$ cat src/rtl/branch_update_arbiter.sv
// rtl/branch_update_arbiter.sv - round-robin arbiter and FIFO feeding the branch predictor/BTB update port
//
// Purpose: accepts resolved-branch records from two sources (req0: conditional
// resolve, req1: jump/indirect resolve), arbitrates them round-robin into a
// DEPTH-entry FIFO and issues at most one record per cycle to the predictor.
//
// Ports:
//   clk, rstn                 clock, asynchronous active-low reset
//   upd_hold                  suppress issue while 1
//   reqN_valid / reqN_ready   per-source handshake (ready depends on valids)
//   reqN_upd_pred/upd_btb     record training flags (both 0 = null record)
//   reqN_taken/pc/target      record payload
//   update_predictor/btb      issue strobes
//   actually_taken, resolved_pc, resolved_pc_target   issued record
//   busy, count               FIFO non-empty / occupancy
//
// Optional feature: define BRANCH_UPD_BYPASS_EN to let a granted record skip
// the FIFO when it is empty and not held.

module branch_update_arbiter #(
  parameter int DATA_WIDTH = 32,
  parameter int DEPTH      = 4
) (
  input  logic                        clk,
  input  logic                        rstn,
  input  logic                        upd_hold,
  input  logic                        req0_valid,
  output logic                        req0_ready,
  input  logic                        req0_upd_pred,
  input  logic                        req0_upd_btb,
  input  logic                        req0_taken,
  input  logic [DATA_WIDTH-1:0]       req0_pc,
  input  logic [DATA_WIDTH-1:0]       req0_target,
  input  logic                        req1_valid,
  output logic                        req1_ready,
  input  logic                        req1_upd_pred,
  input  logic                        req1_upd_btb,
  input  logic                        req1_taken,
  input  logic [DATA_WIDTH-1:0]       req1_pc,
  input  logic [DATA_WIDTH-1:0]       req1_target,
  output logic                        update_predictor,
  output logic                        update_btb,
  output logic                        actually_taken,
  output logic [DATA_WIDTH-1:0]       resolved_pc,
  output logic [DATA_WIDTH-1:0]       resolved_pc_target,
  output logic                        busy,
  output logic [$clog2(DEPTH):0]      count
);

  localparam int PW = $clog2(DEPTH);
  localparam int CW = PW + 1;
  // Record layout: {upd_pred, upd_btb, taken, pc, target}
  localparam int RW = 3 + 2 * DATA_WIDTH;

  logic [RW-1:0] mem [DEPTH];
  logic [PW-1:0] wr_ptr;
  logic [PW-1:0] rd_ptr;
  logic [CW-1:0] cnt;
  logic          rr;

  logic          full;
  logic          empty;
  logic          grant0;
  logic          grant1;
  logic          any_grant;
  logic [RW-1:0] rec0;
  logic [RW-1:0] rec1;
  logic [RW-1:0] sel_rec;
  logic [RW-1:0] head;
  logic          sel_null;
  logic          bypass_take;
  logic          accept;
  logic          push;
  logic          pop;

  assign full  = (cnt == CW'(DEPTH));
  assign empty = (cnt == '0);

  // rr=1 means req1 wins a tie; a lone requester always wins.
  assign grant0    = req0_valid & (~req1_valid | ~rr);
  assign grant1    = req1_valid & (~req0_valid |  rr);
  assign any_grant = grant0 | grant1;

  assign rec0    = {req0_upd_pred, req0_upd_btb, req0_taken, req0_pc, req0_target};
  assign rec1    = {req1_upd_pred, req1_upd_btb, req1_taken, req1_pc, req1_target};
  assign sel_rec = grant1 ? rec1 : rec0;
  assign sel_null = ~sel_rec[RW-1] & ~sel_rec[RW-2];

`ifdef BRANCH_UPD_BYPASS_EN
  assign bypass_take = any_grant & ~sel_null & empty & ~upd_hold;
`else
  assign bypass_take = 1'b0;
`endif

  // Null records are swallowed even when full; a full FIFO never takes a push,
  // regardless of a concurrent pop, so ready never depends on the hold input.
  assign accept = any_grant & (sel_null | bypass_take | ~full);
  assign push   = accept & ~sel_null & ~bypass_take;
  assign pop    = ~empty & ~upd_hold;

  assign req0_ready = grant0 & accept;
  assign req1_ready = grant1 & accept;

  assign head  = mem[rd_ptr];
  assign busy  = ~empty;
  assign count = cnt;

  always_comb begin
    update_predictor   = 1'b0;
    update_btb         = 1'b0;
    actually_taken     = 1'b0;
    resolved_pc        = '0;
    resolved_pc_target = '0;
    if (bypass_take) begin
      update_predictor   = sel_rec[RW-1];
      update_btb         = sel_rec[RW-2];
      actually_taken     = sel_rec[RW-3];
      resolved_pc        = sel_rec[2*DATA_WIDTH-1:DATA_WIDTH];
      resolved_pc_target = sel_rec[DATA_WIDTH-1:0];
    end else if (!empty) begin
      update_predictor   = pop & head[RW-1];
      update_btb         = pop & head[RW-2];
      actually_taken     = head[RW-3];
      resolved_pc        = head[2*DATA_WIDTH-1:DATA_WIDTH];
      resolved_pc_target = head[DATA_WIDTH-1:0];
    end
  end

  always_ff @(posedge clk or negedge rstn) begin
    if (!rstn) begin
      wr_ptr <= '0;
      rd_ptr <= '0;
      cnt    <= '0;
      rr     <= 1'b0;
    end else begin
      if (push) begin
        wr_ptr <= wr_ptr + PW'(1);
      end
      if (pop) begin
        rd_ptr <= rd_ptr + PW'(1);
      end
      case ({push, pop})
        2'b10:   cnt <= cnt + CW'(1);
        2'b01:   cnt <= cnt - CW'(1);
        default: cnt <= cnt;
      endcase
      // After granting req0 favour req1 next, and vice versa.
      if (accept) begin
        rr <= grant0;
      end
    end
  end

  // Storage needs no reset: entries are only visible through count.
  always_ff @(posedge clk) begin
    if (push) begin
      mem[wr_ptr] <= sel_rec;
    end
  end

endmodule

$ cat config.mk
export PLATFORM = sky130hd
export DESIGN_NAME = branch_update_arbiter
export DESIGN_NICKNAME = d
export VERILOG_FILES = /design/src/rtl/branch_update_arbiter.sv
export SDC_FILE = /design/constraint.sdc
export NUM_CORES = 1
export LEC_CHECK = 0
export ABC_CLOCK_PERIOD_IN_PS = 2800
export CORE_UTILIZATION = 47
export DETAILED_ROUTE_END_ITERATION = 10
export GPL_ROUTABILITY_DRIVEN = 0
export HOLD_SLACK_MARGIN = 0.05
export PLACE_DENSITY = 0.73
export SYNTH_ARGS = -nofsm -noshare
export SYNTH_HDL_FRONTEND = slang
export SYNTH_SLANG_ARGS = --single-unit
$ cat constraint.sdc
create_clock -name clk -period 2.8 [get_ports clk]
set_input_delay 0.7 -clock clk [delete_from_list [all_inputs] [get_ports clk]]
set_output_delay 0.7 -clock clk [all_outputs]
set_load 0.05 [all_outputs]
After elaboration in Yosys (flattened, before gate mapping):

Memory sizes are Yosys's and may differ from the RTL's.
Index checks and enable logic that the tools add are counted.

* flip-flop bits (word level): 8
* latch bits: 0
* RAM bits: 268
* bits in read-only memories: 0
* input bits: 139
* output and inout bits: 73
* logic and storage cells: 46
* memories: 1

* $add $sub $neg: 4
* multipliers: 0
* div/mod/pow operators: 0
* $lt $le $gt $ge: 0
* equality and inequality tests: 3
* shift operators: 0
* muxes and demuxes: 9
* bitwise gates (word level): 23
* reduce and logical (&&, ||, !) cells: 2

Memories
* mem: words 4, width 67, read ports 1, clocked after Yosys merged registers in 0, wr ports 1, RTL line 55 `logic [RW-1:0] mem [DEPTH];`

Operators with widths (count)
* $mux 67: 1
* $mux 32: 2
* $and 1x1->1: 10
* $not 1->1: 9
* $pmux 3 s2: 1
* $mux 1: 5
* $add 2x1->2 const B: 2
* $or 1x1->1: 4
* $add 3x1->3 const B: 1
* $eq 3x3->1 const B: 1
* $logic_not 3->1: 1
* $sub 3x1->3 const B: 1
* $eq 2x1->1 const B: 1
* $eq 2x2->1 const B: 1
* $reduce_bool 2->1: 1

Logic depth before layout (Yosys ltp):

Gate-level depths: netlist (run 1).

* depth after elaboration: 11
* mapped depth: 10
* depth with buffers taken out: 10

Worst setup path before layout (run 1):

No wires, ideal clock.

* path type: in2reg
* from: input port req0_valid
* to: memory mem[0][0] (netlist bit), enable pin
* setup time: 0.432 ns
* arrival: 2.886 ns
* required time: 2.368 ns
* setup slack: -0.518 ns
* stages: 4
* path buffers: 0
* cells stage by stage: nand2b_2 -> and3_1 -> nor3_4 -> and2_1

* word-level cells in the longest chain between the ends: 11
* elaborated cells on any way between the ends: 15
* classes of those cells: mux (3); bitwise (12)

Ends and longest elaborated chain
* start, declared: RTL line 27 `input logic req0_valid,`
* $not 1->1: RTL line 81 `assign grant1 = req1_valid & (~req0_valid | rr);`
* $or 1x1->1: RTL line 81
* $and 1x1->1: RTL line 81
* $mux 67: RTL line 86 `assign sel_rec = grant1 ? rec1 : rec0;`
* $not 1->1: RTL line 87 `assign sel_null = ~sel_rec[RW-1] & ~sel_rec[RW-2];`
* $and 1x1->1: RTL line 87
* $or 1x1->1: RTL line 97 `assign accept = any_grant & (sel_null | bypass_take | ~full);`
* $and 1x1->1: RTL line 97
* $and 1x1->1 (*): RTL line 98 `assign push = accept & ~sel_null & ~bypass_take;`
* $mux 1 (*): RTL line 156 `if (push) begin`
* $mux 1 (implied by the code) (*): RTL line 157 `mem[wr_ptr] <= sel_rec;`
* end, declared: RTL line 55

Mark *: on every way between the ends. The rest lies on a longest branch, timed or not.

Final worst setup path (run 1):

* from: register rd_ptr[0]
* to: output port resolved_pc_target[17]

* word-level cells in the longest chain between the ends: 2

Ends and longest elaborated chain
* start, declared: RTL line 57 `logic [PW-1:0] rd_ptr;`
* start signal, assigned: RTL line 140 `rd_ptr <= rd_ptr + PW'(1);`
* $mem_v2 4x67
* $mux 32: RTL line 120 `end else if (!empty) begin`
* end, declared: RTL line 45 `output logic [DATA_WIDTH-1:0] resolved_pc_target,`

Every way passes these cells.

==> results of run 1 <==
[sequential cells by signal, indices dropped and copies added, names as in the netlist]
| signal | count |
|---|---|
| rd_ptr | 2 |
| wr_ptr | 2 |
| rr | 1 |
| mem | 268 |
| count | 3 |
[through the flow]
stage | cells | worst slack, ps | TNS [ps] | cell area, um2 | hold slack, ps
after CTS | 1125 | -99.68 | -3343 | 15300 | 482.9
after global placement | 1072 | -26.46 | -33.84 | 13970 | 502.8
after global routing | 1133 | -91.31 | -4572 | 15570 | 492.9
after detailed placement | 1072 | -128.6 | -228.9 | 13970 | 514.0
final | 1133 | -27.53 | -306.1 | 15570 | 476.4
after floorplan | 550 | 120.3 | 0 | 11440 | 404.4
[metal layers]
layer	GRT usage [%]	vias to the layer above	share of wire, %
li1	-	2699	-
met1	22.62	3079	39
met2	33.50	176	55
met3	2.436	26	4.7
met4	4.670	0	1.4
met5	0	-	0
[repair_timing]
action,CTS,global route
setup endpoints to repair,69,69
gates cloned,2,6
pin swaps,0,5
resized for setup,115,36
buffers inserted,4,2
[logic make-up after synthesis]
family                   Yosys count  share of synthesized area, %
AND/OR/NAND/NOR                   86                         4.650
multiplexers                     136                         19.98
AO/OA/AOI/OAI                      4                        0.2954
adder cells (fa/ha/maj)            6                        0.7221
flip-flops                       276                         72.12
XOR/XNOR                           6                        0.4596
buffers and inverters             36                         1.772
[path summary, 6_finish.rpt]
| check | depth (start not counted) | end | slack [ps] |
|---|---|---|---|
| max in group asynchronous | 1 | rd_ptr[1] | 2000 |
| min in group clk | 1 | count[2] | 540 |
| worst min register to register | 1 | count[2] | 540 |
| worst min-delay path | 1 | rr | 480 |
| worst max-delay path | 5 | resolved_pc_target[17] | -30 |
| worst max register to register | 12 | count[2] | 470 |
[layout make-up]
type                       instances  area [um2]  area share [%]
clock buffer                      33       698.2           4.485
tap                              319       399.1           2.564
timing repair buffer             247        2835           18.21
inverter                           6       22.52          0.1447
clock inverter                    14       165.2           1.061
multi-input combinational        238        3191           20.50
sequential                       276        8255           53.03
[power groups by stage]
stage / Sequential (uW) / Combinational (uW) / Clock [uW]
2_1_floorplan: 6110 / 5970 / 0
3_3_place_gp: 6050 / 8580 / 0
3_5_place_dp: 6130 / 8670 / 0
4_1_cts: 6050 / 9960 / 3580
5_1_grt: 6130 / 10900 / 3730
6_report: 6050 / 10400 / 3520
[layout by cell type, fill, tap and decap left out, drive strengths merged]
master	count
o21ai	1
clkbuf	38
dfrtp	8
clkinv	9
ha	5
and3	1
o2bb2ai	1
xnor2	3
bufinv	4
nor3	2
inv	6
o31ai	1
mux2i	1
nand2	4
fa	1
clkinvlp	1
mux2	68
clkdlybuf4s50	141
a211oi	1
edfxtp	268
and2	71
buf	101
or3b	1
nor2	4
nand2b	1
mux4	67
or3	1
nor2b	1
xor2	3
==> results.json, run 1 <==
{
  "run_status": "complete, but fails checks",
  "violations": "negative setup slack",
  "comb_power_share_pct": 52.1,
  "critical-path-top-delay-family": "multiplexers",
  "finalNetCount": 941,
  "placement.io_buffers": 211,
  "power.density_nw_per_um2": 1283,
  "remaining_drc_errors": 0,
  "die-height_um": 158.0,
  "synth.avg_cell_area_um2": 20.79,
  "postLayoutCoreUtil_pct": 65.73,
  "syn_inst": 550,
  "design.die.area_um2": 24960,
  "totalWireLength_um": 23050,
  "synth_area_leader_cell": "edfxtp_1",
  "sw_frac_of_total_pct": 36.80,
  "boundaryPins": 212,
  "critical_path_start": "rd_ptr[0]",
  "groute.usage.overall_pct": 18.21,
  "synth.top_cells.by_area": "edfxtp_1 (70%), mux4_2 (13%), mux2_2 (6.6%)",
  "drv_cap": 0,
  "syn_to_final_growth_pct": 36.12,
  "cts.sink_count": 276,
  "yosysTopAreaCellShare_pct": 70.37,
  "antenna_left": 0,
  "grt_antenna_before_repair": 0,
  "net-switching-power_uw": 7347,
  "setup_viol_count_final": 36,
  "ys.flop_type": "edfxtp_1",
  "cp.buffers_inverters": 3,
  "clk_latency_ps": 520,
  "worst_hold_path_type": "input port to asynchronous set/reset pin",
  "timing_hold_violations_final": 0,
  "core_region_area_um2": 23680,
  "post_synth_num_cell_types": 30,
  "maxClockFrequency_mhz": 353.7,
  "crit_start_category": "flop",
  "cts.htree.levels": 1,
  "crit_required_ps": 2100,
  "detailed_place_hpwl_um": 13680,
  "post-synth-top-count-cell": "edfxtp_1",
  "timing.critical_path.arrival_ps": 2130,
  "pin_count_of_the_biggest_net_entering_global_routing": 69,
  "num_vias": 5980,
  "cts.path.max_buffers": 3,
  "cp_slowest_stage_delay_ps": 520,
  "fillCellCount": 1627,
  "drive_gt1_share_pct": 43.73,
  "floorplan.initialDensity_pct": 48.29,
  "wl_per_cell_um": 20.35,
  "synth_top_cells_by_count": "edfxtp_1 (268), and2_1 (71), mux2_2 (67), mux4_2 (67), buf_2 (13)",
  "worstPathCellList": "buf_12 > clkbuf_16 > mux4_2 > and2_4 > buf_6",
  "die_width_um": 158.0,
  "slew_headroom_pct": 66.19,
  "pwr-share-clk_pct": 17.6,
  "vdd_drop_max_uv": 781.4,
  "critPathSlowestCell": "mux4_2",
  "yosys_warnings": 0,
  "detailedRoute.firstIterationViolations": 265,
  "finalCriticalPeriod_ps": 2828,
  "firstDrtPassIters": 4,
  "synth-edff-count": 268,
  "vias_per_cell": 5.278,
  "totalPowerFinal_uw": 19960,
  "postCtsHoldBufs": 0,
  "power_leakage_uw": 0.005436,
  "worst_clock_skew_ps": 10.49,
  "cts_tree": "built",
  "cp-end-kind": "output port",
  "first_global_vias": 6324,
  "worst_r2r_startpoint": "rr",
  "clk_root_buffer_cell": "clkbuf_16",
  "asyncSetResetFlopFracSynth_pct": 2.899,
  "share_seq_of_total_power_pct": 30.3,
  "worst_setup_hold_path_clk_slew_ps": 60,
  "final_cycle_utilization_of_the_critical_path_pct": 101.0,
  "finalMaxSlewViolations": 0,
  "setup_slack_ps": -27.53,
  "tritoncts.num_buffers": 27,
  "p_int_uw": 12620,
  "overflow": 0,
  "grt_pass1_wl_um": 33920,
  "worst_slew_pin_slew_ps": 505.6,
  "antenna-diode-count": 0,
  "grt_setup_unrepaired": "true",
  "ys_seq_elements": 276,
  "syn-num-nets": 695,
  "crit_path_max_fanout": 8,
  "synth.cell_area_um2": 11440,
  "rows": 56,
  "seq_area_frac_synth_pct": 72.12,
  "critical_path_class": "flop to output port"
}
Note: power is estimated with default switching activity, not from simulation.
==> run 2, diff against run 1 <==
--- a/config.mk
+++ b/config.mk
@@ -9,6 +9,7 @@
 export CORE_UTILIZATION = 47
 export DETAILED_ROUTE_END_ITERATION = 10
 export GPL_ROUTABILITY_DRIVEN = 0
+export GPL_TIMING_DRIVEN = 0
 export HOLD_SLACK_MARGIN = 0.05
 export PLACE_DENSITY = 0.73
 export SYNTH_ARGS = -nofsm -noshare
==> results.json, run 2 (synthesis gave the netlist of run 1 again) <==
{
  "post-place-ws_ps": -1046,
  "tritoncts.num_buffers": 28,
  "detailedRoute.firstIterationViolations": 329,
  "maxClockFrequency_mhz": 354.2,
  "postCtsHoldBufs": 0,
  "slew_headroom_pct": 63.33,
  "postLayoutCoreUtil_pct": 65.65,
  "firstDrtPassIters": 4,
  "finalCriticalPeriod_ps": 2823,
  "violations": "negative setup slack",
  "critical_path_start": "rd_ptr[0]",
  "mostFrequentLayoutCell": "edfxtp_1",
  "power_leakage_uw": 0.005453,
  "totalWireLength_um": 23990,
  "floorplan.initialDensity_pct": 48.29,
  "cts.htree.levels": 1,
  "final_cycle_utilization_of_the_critical_path_pct": 100.8,
  "grt_setup_unrepaired": "true",
  "detailed_place_hpwl_um": 15160,
  "cts_tree": "built",
  "cts.sink_count": 276,
  "crit_start_category": "flop",
  "boundaryPins": 212,
  "vias_per_cell": 5.254,
  "overflow": 0,
  "die-height_um": 158.0,
  "design.die.area_um2": 24960,
  "totalPowerFinal_uw": 19920,
  "setup_slack_ps": -23.19,
  "pin_count_of_the_biggest_net_entering_global_routing": 46,
  "cts.path.max_buffers": 3,
  "largest_register_ff_count": 268,
  "grt_pass1_wl_um": 35470,
  "finalMaxSlewViolations": 0,
  "crit_path_max_fanout": 6,
  "timing.critical_path.arrival_ps": 2120,
  "cp_slowest_stage_delay_ps": 520,
  "hold_slack_ps": 458.4,
  "wl_per_cell_um": 20.86,
  "power.density_nw_per_um2": 1281,
  "r2r_slack_ps": 310,
  "grt_antenna_before_repair": 0,
  "first_global_vias": 6361,
  "die_width_um": 158.0,
  "worst_r2r_startpoint": "count[1]",
  "worst_slew_pin_slew_ps": 550.0,
  "finalNetCount": 954,
  "clk_root_buffer_cell": "clkbuf_16",
  "syn_to_final_growth_pct": 35.95,
  "critical_path_class": "flop to output port",
  "crit_required_ps": 2100,
  "drv_cap": 0,
  "rows": 56,
  "vdd_drop_max_uv": 709.4,
  "layout.cells.most_common_list": "edfxtp_1 (268), clkdlybuf4s50_1 (139), mux4_2 (67), mux2_2 (67), and2_4 (43)",
  "num_vias": 6042,
  "timing_hold_violations_final": 0,
  "critical-path-top-delay-family": "buffers and inverters",
  "worst_clock_skew_ps": 15.89,
  "antenna-diode-count": 0,
  "worstPathCellList": "buf_6 > buf_12 > buf_12 > mux4_2 > and2_4 > buf_6",
  "timing.reg2reg.worst_path_depth": 11,
  "remaining_drc_errors": 0,
  "worst_hold_path_type": "input port to asynchronous set/reset pin",
  "setup_viol_count_final": 11,
  "groute.usage.overall_pct": 19.19,
  "drive_gt1_share_pct": 41.52,
  "crit-reg2reg-capture": "count[2]",
  "placement.io_buffers": 211,
  "antenna_left": 0,
  "cp.buffers_inverters": 4,
  "run_status": "complete, but fails checks",
  "worst_setup_hold_path_clk_slew_ps": 60,
  "top_register": "mem",
  "core_region_area_um2": 23680,
  "clk_latency_ps": 530,
  "critPathSlowestCell": "mux4_2",
  "cp-end-kind": "output port"
}
run 2: cell types whose count changed in the layout (fill, tap and decap cells not counted), moves of 5 or more:
cell and delta:
buf_2 +23, and2_1 +27, buf_8 +21, and2_4 -27, buf_12 -5, buf_6 -39, buf_4 +5
run 2: how the worst max path moves through the flow:
stage | end | slack [ps] | depth (start not counted)
after floorplan | resolved_pc_target[22] | 120 | 3
after global placement | mem[0][18] | -1040 | 5
after detailed placement | req1_ready | -1050 | 7
after CTS | resolved_pc[16] | -90 | 6
after global routing | resolved_pc_target[3] | -110 | 5
final | resolved_pc_target[29] | -20 | 6
run 2: area by class of cell:
type                            count  area [um2]
Buffer                             29       309.0
Clock buffer                       35       748.2
Clock inverter                     17       209.0
Fill cell                        1673        8135
Inverter                            6       22.52
Multi-Input combinational cell    238        3137
Sequential cell                   276        8249
Tap cell                          319       399.1
Timing Repair Buffer              230        2474
run 2: power by group:
group / switching, uW / leakage, uW / internal, uW
Combinational: 5680 / 0.00244 / 4380
Clock: 1470 / 0.000463 / 2350
Sequential: 249 / 0.00255 / 5790
Total: 7400 / 0.00545 / 12500
run 2: metrics by stage:
step	area, um2	cells	setup TNS [ps]
after floorplan	11440	550	0
after global placement	13950	1080	-311520
after detailed placement	14040	1084	-102740
after CTS	15330	1146	-2581
after global routing	15550	1150	-4646
final	15550	1150	-106.0
run 2: repair_timing:
action | in CTS | in global routing
buffers inserted | 8 | 2
gates resized for setup | 526 | 50
pin swaps | 4 | 22
setup endpoints to repair | 70 | 70
cloned | 3 | 2
run 2: routing by layer:
metal  track usage, %  vias up  share of wire (%)  wire length, um
li1                 -     2725                  -                -
met1            24.49     3106                 41             9777
met2            34.32      177                 53            12730
met3            2.765       34                4.3             1025
met4            5.174        0                1.9              456
met5                0        -                  0                0
